[src/rtl/muldiv_hilo_if.sv]
// Request/result bundle between the execute stage and the mul/div HI/LO unit.
// master: execute stage (issues ops, reads HI/LO, honours stall).
// slave:  muldiv_hilo_unit.
interface muldiv_hilo_if #(
  parameter int WIDTH = 32
);
  logic             start;
  logic [2:0]       op;
  logic [WIDTH-1:0] x;
  logic [WIDTH-1:0] y;
  logic             rd_hilo;
  logic [WIDTH-1:0] hi;
  logic [WIDTH-1:0] lo;
  logic             busy;
  logic             done;
  logic             stall;

  modport master (
    output start, op, x, y, rd_hilo,
    input  hi, lo, busy, done, stall
  );

  modport slave (
    input  start, op, x, y, rd_hilo,
    output hi, lo, busy, done, stall
  );
endinterface

[src/rtl/muldiv_hilo_unit.sv]
// Multi-cycle multiply/divide unit owning the architectural HI/LO registers.
// One radix-2 step per cycle: shift-add multiply, restoring shift-subtract divide.
// Optional feature macro: MULDIV_SIGNED_EN -- when defined, ops 3/4 are signed
// MULT/DIV (operand magnitudes at issue, sign fixup in FIX); otherwise ops 3/4
// behave as the unsigned ops 1/2 and no sign logic is built.
module muldiv_hilo_unit #(
  parameter int WIDTH = 32,
  parameter int CNT_W = 6
) (
  input  logic          clk,
  input  logic          rst_n,
  muldiv_hilo_if.slave  bus
);

  typedef enum logic [1:0] {S_IDLE, S_RUN, S_FIX} state_t;

  state_t           state;
  logic [CNT_W-1:0] cnt;
  logic             is_div;
  logic             busy_r;
  logic             done_r;
  logic [WIDTH-1:0] hi_r;
  logic [WIDTH-1:0] lo_r;

  // Iteration registers: acc_hi = partial product high / remainder,
  // acc_lo = multiplier being consumed / dividend shifting into quotient.
  logic [WIDTH-1:0] acc_hi;
  logic [WIDTH-1:0] acc_lo;
  logic [WIDTH-1:0] opnd;

  logic             op_mul;
  logic             op_div;
  logic             op_go;
  logic [WIDTH:0]   mul_sum;
  logic [WIDTH:0]   div_trial;
  logic [WIDTH-1:0] res_hi;
  logic [WIDTH-1:0] res_lo;

`ifdef MULDIV_SIGNED_EN
  logic             op_sgn;
  logic             neg_q;
  logic             neg_r;
  logic             div0;

  function automatic logic [WIDTH-1:0] mag_w(input logic signed [WIDTH-1:0] v);
    // Most negative value maps onto itself, which is its correct unsigned magnitude.
    return (v < 0) ? $unsigned(-v) : $unsigned(v);
  endfunction

  function automatic logic [WIDTH-1:0] neg_w(input logic [WIDTH-1:0] v);
    return ~v + 1'b1;
  endfunction

  function automatic logic [2*WIDTH-1:0] neg_2w(input logic [2*WIDTH-1:0] v);
    return ~v + 1'b1;
  endfunction
`endif

  assign op_mul = (bus.op == 3'd1) || (bus.op == 3'd3);
  assign op_div = (bus.op == 3'd2) || (bus.op == 3'd4);
  assign op_go  = bus.start && (op_mul || op_div);
`ifdef MULDIV_SIGNED_EN
  assign op_sgn = (bus.op == 3'd3) || (bus.op == 3'd4);
`endif

  assign mul_sum   = {1'b0, acc_hi} + (acc_lo[0] ? {1'b0, opnd} : {(WIDTH+1){1'b0}});
  assign div_trial = {acc_hi, acc_lo[WIDTH-1]} - {1'b0, opnd};

  assign bus.hi    = hi_r;
  assign bus.lo    = lo_r;
  assign bus.busy  = busy_r;
  assign bus.done  = done_r;
  assign bus.stall = busy_r & ((bus.start & (bus.op != 3'd0) & (bus.op != 3'd7)) | bus.rd_hilo);

  // Final HI/LO values from the iteration registers, with sign fixup when built.
  always_comb begin
    res_hi = acc_hi;
    res_lo = acc_lo;
`ifdef MULDIV_SIGNED_EN
    if (!is_div) begin
      if (neg_q) {res_hi, res_lo} = neg_2w({acc_hi, acc_lo});
    end else begin
      if (neg_q && !div0) res_lo = neg_w(acc_lo);
      if (neg_r)          res_hi = neg_w(acc_hi);
    end
`endif
  end

  // Datapath: load operands at issue, then one shift-add / shift-subtract step per RUN cycle.
  always_ff @(posedge clk) begin
    if (state == S_IDLE && op_go) begin
      acc_hi <= '0;
`ifdef MULDIV_SIGNED_EN
      acc_lo <= op_sgn ? mag_w(bus.x) : bus.x;
      opnd   <= op_sgn ? mag_w(bus.y) : bus.y;
      neg_q  <= op_sgn & (bus.x[WIDTH-1] ^ bus.y[WIDTH-1]);
      neg_r  <= op_sgn & bus.x[WIDTH-1];
      div0   <= (bus.y == '0);
`else
      acc_lo <= bus.x;
      opnd   <= bus.y;
`endif
    end else if (state == S_RUN) begin
      if (!is_div) begin
        acc_hi <= mul_sum[WIDTH:1];
        acc_lo <= {mul_sum[0], acc_lo[WIDTH-1:1]};
      end else if (!div_trial[WIDTH]) begin
        acc_hi <= div_trial[WIDTH-1:0];
        acc_lo <= {acc_lo[WIDTH-2:0], 1'b1};
      end else begin
        acc_hi <= {acc_hi[WIDTH-2:0], acc_lo[WIDTH-1]};
        acc_lo <= {acc_lo[WIDTH-2:0], 1'b0};
      end
    end
  end

  // Control FSM with registered busy/done and the architectural HI/LO registers.
  always_ff @(posedge clk or negedge rst_n) begin
    if (!rst_n) begin
      state  <= S_IDLE;
      cnt    <= '0;
      is_div <= 1'b0;
      busy_r <= 1'b0;
      done_r <= 1'b0;
      hi_r   <= '0;
      lo_r   <= '0;
    end else begin
      done_r <= 1'b0;
      case (state)
        S_IDLE: begin
          if (op_go) begin
            state  <= S_RUN;
            cnt    <= '0;
            is_div <= op_div;
            busy_r <= 1'b1;
          end else if (bus.start && bus.op == 3'd5) begin
            hi_r <= bus.x;
          end else if (bus.start && bus.op == 3'd6) begin
            lo_r <= bus.x;
          end
        end
        S_RUN: begin
          cnt <= cnt + 1'b1;
          if (cnt == CNT_W'(WIDTH - 1)) state <= S_FIX;
        end
        S_FIX: begin
          state  <= S_IDLE;
          busy_r <= 1'b0;
          done_r <= 1'b1;
          hi_r   <= res_hi;
          lo_r   <= res_lo;
        end
        default: state <= S_IDLE;
      endcase
    end
  end

endmodule

[src/flat_wrapper.sv]
// flat-port wrapper written by rule: the top's interface ports become plain ports
module muldiv_hilo_unit_flat 
#(
  parameter int WIDTH = 32,
  parameter int CNT_W = 6
)
  (clk, rst_n, bus_start, bus_op, bus_x, bus_y, bus_rd_hilo, bus_hi, bus_lo, bus_busy, bus_done, bus_stall);
  muldiv_hilo_if #(.WIDTH(WIDTH)) bus_i ();
  input  logic clk;
  input  logic rst_n;
  input wire logic [$bits(bus_i.start)-1:0] bus_start;
  input wire logic [$bits(bus_i.op)-1:0] bus_op;
  input wire logic [$bits(bus_i.x)-1:0] bus_x;
  input wire logic [$bits(bus_i.y)-1:0] bus_y;
  input wire logic [$bits(bus_i.rd_hilo)-1:0] bus_rd_hilo;
  output wire logic [$bits(bus_i.hi)-1:0] bus_hi;
  output wire logic [$bits(bus_i.lo)-1:0] bus_lo;
  output wire logic [$bits(bus_i.busy)-1:0] bus_busy;
  output wire logic [$bits(bus_i.done)-1:0] bus_done;
  output wire logic [$bits(bus_i.stall)-1:0] bus_stall;
  assign bus_i.start = bus_start;
  assign bus_i.op = bus_op;
  assign bus_i.x = bus_x;
  assign bus_i.y = bus_y;
  assign bus_i.rd_hilo = bus_rd_hilo;
  assign bus_hi = bus_i.hi;
  assign bus_lo = bus_i.lo;
  assign bus_busy = bus_i.busy;
  assign bus_done = bus_i.done;
  assign bus_stall = bus_i.stall;
  muldiv_hilo_unit #(.WIDTH(WIDTH), .CNT_W(CNT_W)) u_core (.clk(clk), .rst_n(rst_n), .bus(bus_i));
endmodule
[config.mk]
export PLATFORM = sky130hd
export DESIGN_NAME = muldiv_hilo_unit_flat
export DESIGN_NICKNAME = d
export VERILOG_FILES = /design/src/rtl/muldiv_hilo_if.sv /design/src/rtl/muldiv_hilo_unit.sv /design/src/flat_wrapper.sv
export SDC_FILE = /design/constraint.sdc
export NUM_CORES = 1
export LEC_CHECK = 0
export CAP_MARGIN = 5
export CORE_UTILIZATION = 35
export CTS_CLUSTER_SIZE = 30
export DETAILED_ROUTE_END_ITERATION = 16
export GPL_ROUTABILITY_DRIVEN = 0
export HOLD_SLACK_MARGIN = 0.03
export PLACE_DENSITY_LB_ADDON = 0.05
export SETUP_SLACK_MARGIN = 0.1
export SLEW_MARGIN = 30
export SYNTH_ARGS = -nofsm -noshare
export SYNTH_HDL_FRONTEND = slang
export SYNTH_SLANG_ARGS = --single-unit
[constraint.sdc]
create_clock -name clk -period 6.65 [get_ports clk]
set_input_delay 1.33 -clock clk [delete_from_list [all_inputs] [get_ports clk]]
set_output_delay 1.33 -clock clk [all_outputs]
set_load 0.01 [all_outputs]
# Yosys cells after proc, flatten, opt, wreduce, memory -nomap -nowiden
# Cells that the tools add are included.
dict set report classes {
  addsub 3
  eq_ne 16
  mux 22
  n_bitwise 4
  n_reduce_logical 18
}
# cell n
set ops {}
lappend ops {{2-to-1 mux 32 bit} 11}
lappend ops {{one-hot mux 32 bit (2 select lines)} 2}
lappend ops {{adder 32 x 33 -> 33 bit} 1}
lappend ops {{subtractor 33 x 32 -> 33 bit} 1}
lappend ops {{one-hot mux 6 bit (2 select lines)} 1}
lappend ops {{!= test 2 bit (second input constant)} 5}
lappend ops {{== test 3 bit (second input constant)} 3}
lappend ops {{AND reduction 2 bit} 4}
lappend ops {{adder 6 x 1 -> 6 bit (second input constant)} 1}
lappend ops {{== test 3 x 2 -> 1 bit (second input constant)} 2}
lappend ops {{== test 6 x 5 -> 1 bit (second input constant)} 1}
lappend ops {{2-to-1 mux 6 bit} 1}
lappend ops {{nonzero test 2 bit} 3}
lappend ops {{logical AND 1 bit} 4}
lappend ops {{2-to-1 mux 2 bit} 2}
lappend ops {{one-hot mux 2 bit (2 select lines)} 1}
lappend ops {{AND reduction 4 bit} 1}
lappend ops {{bitwise AND 1 bit} 3}
lappend ops {{== test 3 x 1 -> 1 bit (second input constant)} 1}
lappend ops {{logical OR 1 bit} 3}
lappend ops {{2-to-1 mux 1 bit} 3}
lappend ops {{!= test 3 bit (second input constant)} 1}
lappend ops {{AND reduction 3 bit} 1}
lappend ops {{nonzero test 3 bit} 1}
lappend ops {{other kinds (6)} 6}
dict set report word_totals {
  reg_bits 171
  in_bits 71
  output_inout_bits 67
  elab_cells 73
}

# Depth between registers and ports, before layout
dict set report logic_depth {
  depth_word 6
  mapped_depth 14
  ltp_nobuf 12
}

# Least setup slack after synthesis
# No wires, ideal clock.
dict set report synth_timing {
  kind {in2reg}
  from {in bus_op[1]}
  to {reg u_core.opnd[0] (enable)}
  setup_ns 0.410
  t_arrival_ns 3.238
  t_required_ns 6.240
  slack_ns 3.002
  stages 5
  path_buffers 2
  cell_sequence {o21ai_0 nand4_1 inv_1 clkbuf_1 clkbuf_1}
}
dict set report synth_via {
  elab_chain_cells 5
  word_cells_on_any_way 9
}
# element line
set synth_lines {}
lappend synth_lines {{from (decl)} flat_wrapper.sv:12} ;# input wire logic [$bits(bus_i.op)-1:0] bus_op;
lappend synth_lines {{== test 3 x 1 -> 1 bit, or another cell as far along} muldiv_hilo_unit.sv:59} ;# assign op_mul = (bus.op == 3'd1) || (bus.op == 3'd3);
lappend synth_lines {{logical OR 1 bit (on tied branches)} {muldiv_hilo_unit.sv:59, muldiv_hilo_unit.sv:60}}
lappend synth_lines {{logical OR 1 bit *} muldiv_hilo_unit.sv:61} ;# assign op_go = bus.start && (op_mul || op_div);
lappend synth_lines {{logical AND 1 bit *} muldiv_hilo_unit.sv:61}
lappend synth_lines {{logical AND 1 bit *} muldiv_hilo_unit.sv:91} ;# if (state == S_IDLE && op_go) begin
lappend synth_lines {{to (signal assigned)} muldiv_hilo_unit.sv:101} ;# opnd <= bus.y;
lappend synth_lines {{to (decl)} muldiv_hilo_unit.sv:29} ;# logic [WIDTH-1:0] opnd;
# Every way passes the cells marked *; elsewhere a longest branch is shown, timed or not.
# A chain may end at the register's enable or synchronous reset.

# Final worst setup path
dict set report layout_timing {
  from {reg u_core.acc_lo[31]}
  to {reg u_core.acc_hi[6]}
}
dict set report layout_via {
  elab_chain_cells 3
}
# element line
set layout_lines {}
lappend layout_lines {{from (decl)} muldiv_hilo_unit.sv:28} ;# logic [WIDTH-1:0] acc_lo;
lappend layout_lines {{from (signal assigned)} muldiv_hilo_unit.sv:100} ;# acc_lo <= bus.x;
lappend layout_lines {{from (signal assigned)} muldiv_hilo_unit.sv:106} ;# acc_lo <= {mul_sum[0], acc_lo[WIDTH-1:1]};
lappend layout_lines {{from (signal assigned)} muldiv_hilo_unit.sv:109} ;# acc_lo <= {acc_lo[WIDTH-2:0], 1'b1};
lappend layout_lines {{subtractor 33 x 32 -> 33 bit} muldiv_hilo_unit.sv:67} ;# assign div_trial = {acc_hi, acc_lo[WIDTH-1]} - {1'b0, opnd};
lappend layout_lines {{2-to-1 mux 32 bit} muldiv_hilo_unit.sv:107} ;# end else if (!div_trial[WIDTH]) begin
lappend layout_lines {{2-to-1 mux 32 bit} muldiv_hilo_unit.sv:104} ;# if (!is_div) begin
lappend layout_lines {{to (signal assigned)} muldiv_hilo_unit.sv:105} ;# acc_hi <= mul_sum[WIDTH:1];
lappend layout_lines {{to (signal assigned)} muldiv_hilo_unit.sv:108} ;# acc_hi <= div_trial[WIDTH-1:0];
lappend layout_lines {{to (signal assigned)} muldiv_hilo_unit.sv:111} ;# acc_hi <= {acc_hi[WIDTH-2:0], acc_lo[WIDTH-1]};
lappend layout_lines {{to (decl)} muldiv_hilo_unit.sv:27} ;# logic [WIDTH-1:0] acc_hi;
# Every way passes these cells.

==> key figures <==
Timing
  • Slew at the pin closest to its max-slew limit: just under 1 ns
  • RSZ-0062 raised after global routing: false
  • Period Utilization, post-route: 65.1%
  • Slew HR: about a third
  • Final min period: about 4.3 ns
  • Clk_skew: ~0.012 ns
  • Final Hold Fails: 0
  • Post-Route Setup TNS: 0 ns
  • Hold WS: 0.507 ns
  • Final setup vio count: 0
  • Slew Limit Fails: 0
  • Fmax: around 230 MHz

Floorplan
  • Ports: 138
  • Number of core rows: 65
  • Core area: around 32,000 sq um
  • Die Y: 182 microns
  • Die Wd: ~180 microns
  • Die ar.: 33,100 sq um
  • Initial core utilization: 35.7%

CTS
  • H-tree levels: 4
  • Clk_lat worst skew: about 0.45 ns
  • # hold bufs at CTS: 0
  • Root Buffer: clkbuf_16
  • Worst-path clk slew: roughly 0.070 ns
  • Post_cts resized: 0
  • CTS tree: built
  • Bufs on Longest Clock Path: 2
  • Clk sink count: around 170
  • Post CTS Setup Buffer Count: 0
  • CTS buffer count: 17

Placed design
  • Placed Cells: 1,801
  • DP HPWL: about 26 mm
  • Input/output buffers: between 100 and 150

Setup path
  • Crit path kind: reg -> reg
  • Data arrival, critical path: ~4.6 ns
  • Worst R2R Setup Slack: about 2.3 ns
  • Crit path cell chain: inv_1, ha_1, fa_1, nand2b_1, a21oi_1, nor2_1, o21a_1, nor3_1, or3_1, nand2_4, a211oi_1, o32ai_1
  • Family with the most delay on the worst path: simple AND/OR/NAND/NOR gates
  • Crit path launch type: flip-flop
  • Reg2Reg Capture Point: u_core.acc_hi[6]
  • R2r startpoint: u_core.acc_lo[31]
  • Critical path depth: 12
  • Worst reg-to-reg path cell count: 12
  • CP max stage delay: ~0.8 ns
  • Crit path max fanout: 17
  • Worst EP required: around 7.0 ns
  • Worst path buffer plus inverter count: 1
  • CP endpoint kind: flip-flop
  • Slowest cell on crit path: or3_1

Logic synthesis
  • Synth Warn #: 0
  • Cell taking the most area after synthesis: edfxtp_1
  • Compound-Gate Fraction of Synth Area: between 20% and 30%
  • #FFs+latches synth: between 150 and 200
  • Adder-cell share of the synthesized area: 7.54%
  • Mux contribution to synthesized area: 3.27%
  • Number of synthesized flops with an enable pin: 64
  • Main combinational cell family by area after synthesis: compound AO/OA/AOI/OAI gates
  • Xor/xnor share of the synthesized area: ~3.6%
  • Synth Flop Type: dfrtp_1
  • Post-synthesis cell count: 1,323
  • Area share of the largest cell type after synthesis: roughly 17%
  • Sequential area share after synthesis: between 30% and 40%
  • FFs w/ async S/R, synth: between 40% and 50%
  • Mapped Nets: 1,461
  • Area share of and/or/nand/nor cells after synthesis: between 10% and 20%
  • Avg Cell Area, Syn: 8.56 sq um
  • Synth cell types: between 70 and 80
  • Top area cells in the synthesized netlist: edfxtp_1 17%, dfrtp_1 17%, a21oi_1 10%, ha_1 7.2%, dfxtp_1 5.7%
  • Syn Std Cell Area: between 10,000 and 15,000 sq um

Pwr
  • NetSw: around 3.3 mW
  • Total chip power: 7.30 mW
  • Comb pwr share: between 50 and 60%
  • Pwr dens: approximately 540 nW/um^2
  • Sequential fraction of design power: between 20 and 30%
  • Pint: ~4.0 mW
  • Clock group share of total power: 14.3%
  • VDD IR max: ~260 uV
  • Leak Pwr: between 5 and 6 nW
  • Sw Ratio: 45.4%

Min path
  • Hold Path Origin: u_core.cnt[5]
  • Hold depth: 1
  • Min-Delay Path Class: reg -> reg
  • Hold path endpoint: u_core.state[1]

Detailed routing
  • DR DRC count: 0
  • DR iter-0 viols: about 670
  • Post-DR wirelength/cell: around 19 microns
  • Antenna viol nets, final: 0
  • Total routed wirelength: 35.4 mm
  • Via density: about 5.5
  • DRT Pass-1 Iters: 5
  • Total number of vias: approximately 10k

Cells and area
  • Synthesis-to-layout area growth: 20.3%
  • Fill count: ~3.2k
  • Register area: roughly 4400 sq um
  • Final cell count without fillers: around 1.8k
  • Share of cells above drive strength 1: 4.54%
  • Fin nets: 1,556
  • Final Core Density: between 40% and 50%
  • Footprint of the multi-input gates: roughly 6400 sq um
  • Antenna Cells: 0

Global route
  • Total global-route track usage: 22.0%
  • Global-route wire length before repair: about 56 mm
  • Largest net degree at the start of global routing: 99
  • Congestion Overflow GR: 0
  • Vias in the first global route: 9,674
  • Antenna violations before repair: 0

Job
  • Max-cap viol count: 0

Outcome
  • Status: finished clean
==> Yosys cell counts (6+ instances only) <==
master,n
o211ai_1,13
xor2_1,20
ha_1,65
dfrtp_1,75
o21ai_0,96
nand2_1,92
and2_1,37
clkbuf_1,60
o21a_1,10
xnor2_1,27
nor3_1,36
inv_1,59
nand4_1,11
nor2_1,116
a31oi_1,18
dfxtp_1,32
a211oi_1,13
and3_1,7
nand2b_1,6
o21ai_1,9
mux2i_1,37
nor2b_1,36
a21o_1,31
edfxtp_1,64
a21oi_1,227
nand3_1,26
==> cell usage in the layout, fill, tap and decap left out, types with 5 or more instances in the layout <==
| cell | synthesis | layout |
|---|---|---|
| edfxtp_1 | 64 | 64 |
| nor2b_1 | 36 | 34 |
| ha_1 | 65 | 65 |
| dfrtp_1 | 75 | 74 |
| nand2_1 | 92 | 92 |
| xnor2_1 | 27 | 27 |
| nand3_1 | 26 | 26 |
| o21a_1 | 10 | 10 |
| nor3_1 | 36 | 36 |
| and3_1 | 7 | 7 |
| o21ai_0 | 96 | 96 |
| o21ai_1 | 9 | 9 |
| inv_1 | 59 | 58 |
| clkdlybuf4s50_1 | 0 | 136 |
| dfxtp_1 | 32 | 32 |
| and2_1 | 37 | 37 |
| mux2i_1 | 37 | 37 |
| a21o_1 | 31 | 31 |
| a31oi_1 | 18 | 18 |
| nor2_1 | 116 | 113 |
| nand4_1 | 11 | 11 |
| buf_4 | 1 | 12 |
| a21oi_1 | 227 | 227 |
| clkbuf_16 | 0 | 17 |
| inv_6 | 0 | 5 |
| xor2_1 | 20 | 20 |
| o211ai_1 | 13 | 13 |
| o31ai_1 | 5 | 5 |
| a211oi_1 | 13 | 13 |
| nand2b_1 | 6 | 6 |
==> metal layers <==
layer | global-route usage [%] | vias to the layer above | routed length [microns]
li1 | - | 4991 | -
met1 | 28.7 | 4741 | 16500
met2 | 37.2 | 225 | 17000
met3 | 3.59 | 37 | 1250
met4 | 6.72 | 0 | 740
met5 | 0 | - | 0
==> stage by stage <==
stage | cell area (sq um) | worst slack, ns
5_1_grt | 13600 | 2.15
2_1_floorplan | 11300 | 3.00
4_1_cts | 13600 | 2.44
6_report | 13600 | 2.32
3_5_place_dp | 13000 | 2.15
3_3_place_gp | 13000 | 2.21
==> registers in the layout, indices dropped and copies added, names as in the netlist <==
name / count
u_core.is_div: 1
u_core.acc_hi: 32
u_core.cnt: 6
u_core.bus.lo: 32
u_core.bus.busy: 1
u_core.bus.hi: 32
u_core.state: 2
u_core.bus.done: 1
u_core.opnd: 32
u_core.acc_lo: 32
==> logic make-up (layout without fill, tap and decap cells) <==
| family | count (synthesis) | count (layout) |
|---|---|---|
| compound gates | 484 | 484 |
| simple gates | 384 | 384 |
| flops | 171 | 171 |
| buf+inv | 133 | 241 |
| fa+ha+maj | 67 | 67 |
| xor+xnor | 47 | 47 |
| mux | 37 | 37 |
==> cell type report <==
| type | count | share of cell area (%) |
|---|---|---|
| clock buffers | 19 | 3.25 |
| well taps | 402 | 3.69 |
| flip-flops and latches | 171 | 32.6 |
| repair buffers | 150 | 10.8 |
| inverters | 59 | 1.64 |
| multi-input cells | 1019 | 46.9 |
| clock inverters | 13 | 1.14 |
==> power groups by stage <==
stage          Clock, mW  Combinational, mW  Sequential, mW
5_1_grt             1.11               4.58            2.16
3_3_place_gp           0               4.12            2.14
2_1_floorplan          0               2.80            2.00
4_1_cts             1.07               4.15            2.11
6_report            1.04               4.15            2.10
3_5_place_dp           0               4.12            2.13
==> worst max-delay path by stage <==
stage / start / to / slack, ns
3_5_place_dp: bus_op[0] / u_core.acc_hi[28] / 2.15
3_3_place_gp: bus_op[1] / u_core.acc_hi[28] / 2.21
6_report: u_core.acc_lo[31] / u_core.acc_hi[6] / 2.32
4_1_cts: bus_op[1] / bus_stall / 2.44
2_1_floorplan: bus_op[1] / u_core.opnd[0] / 3.00
5_1_grt: u_core.acc_lo[0] / u_core.acc_hi[27] / 2.15
Note: power is estimated with default switching activity, not from simulation.
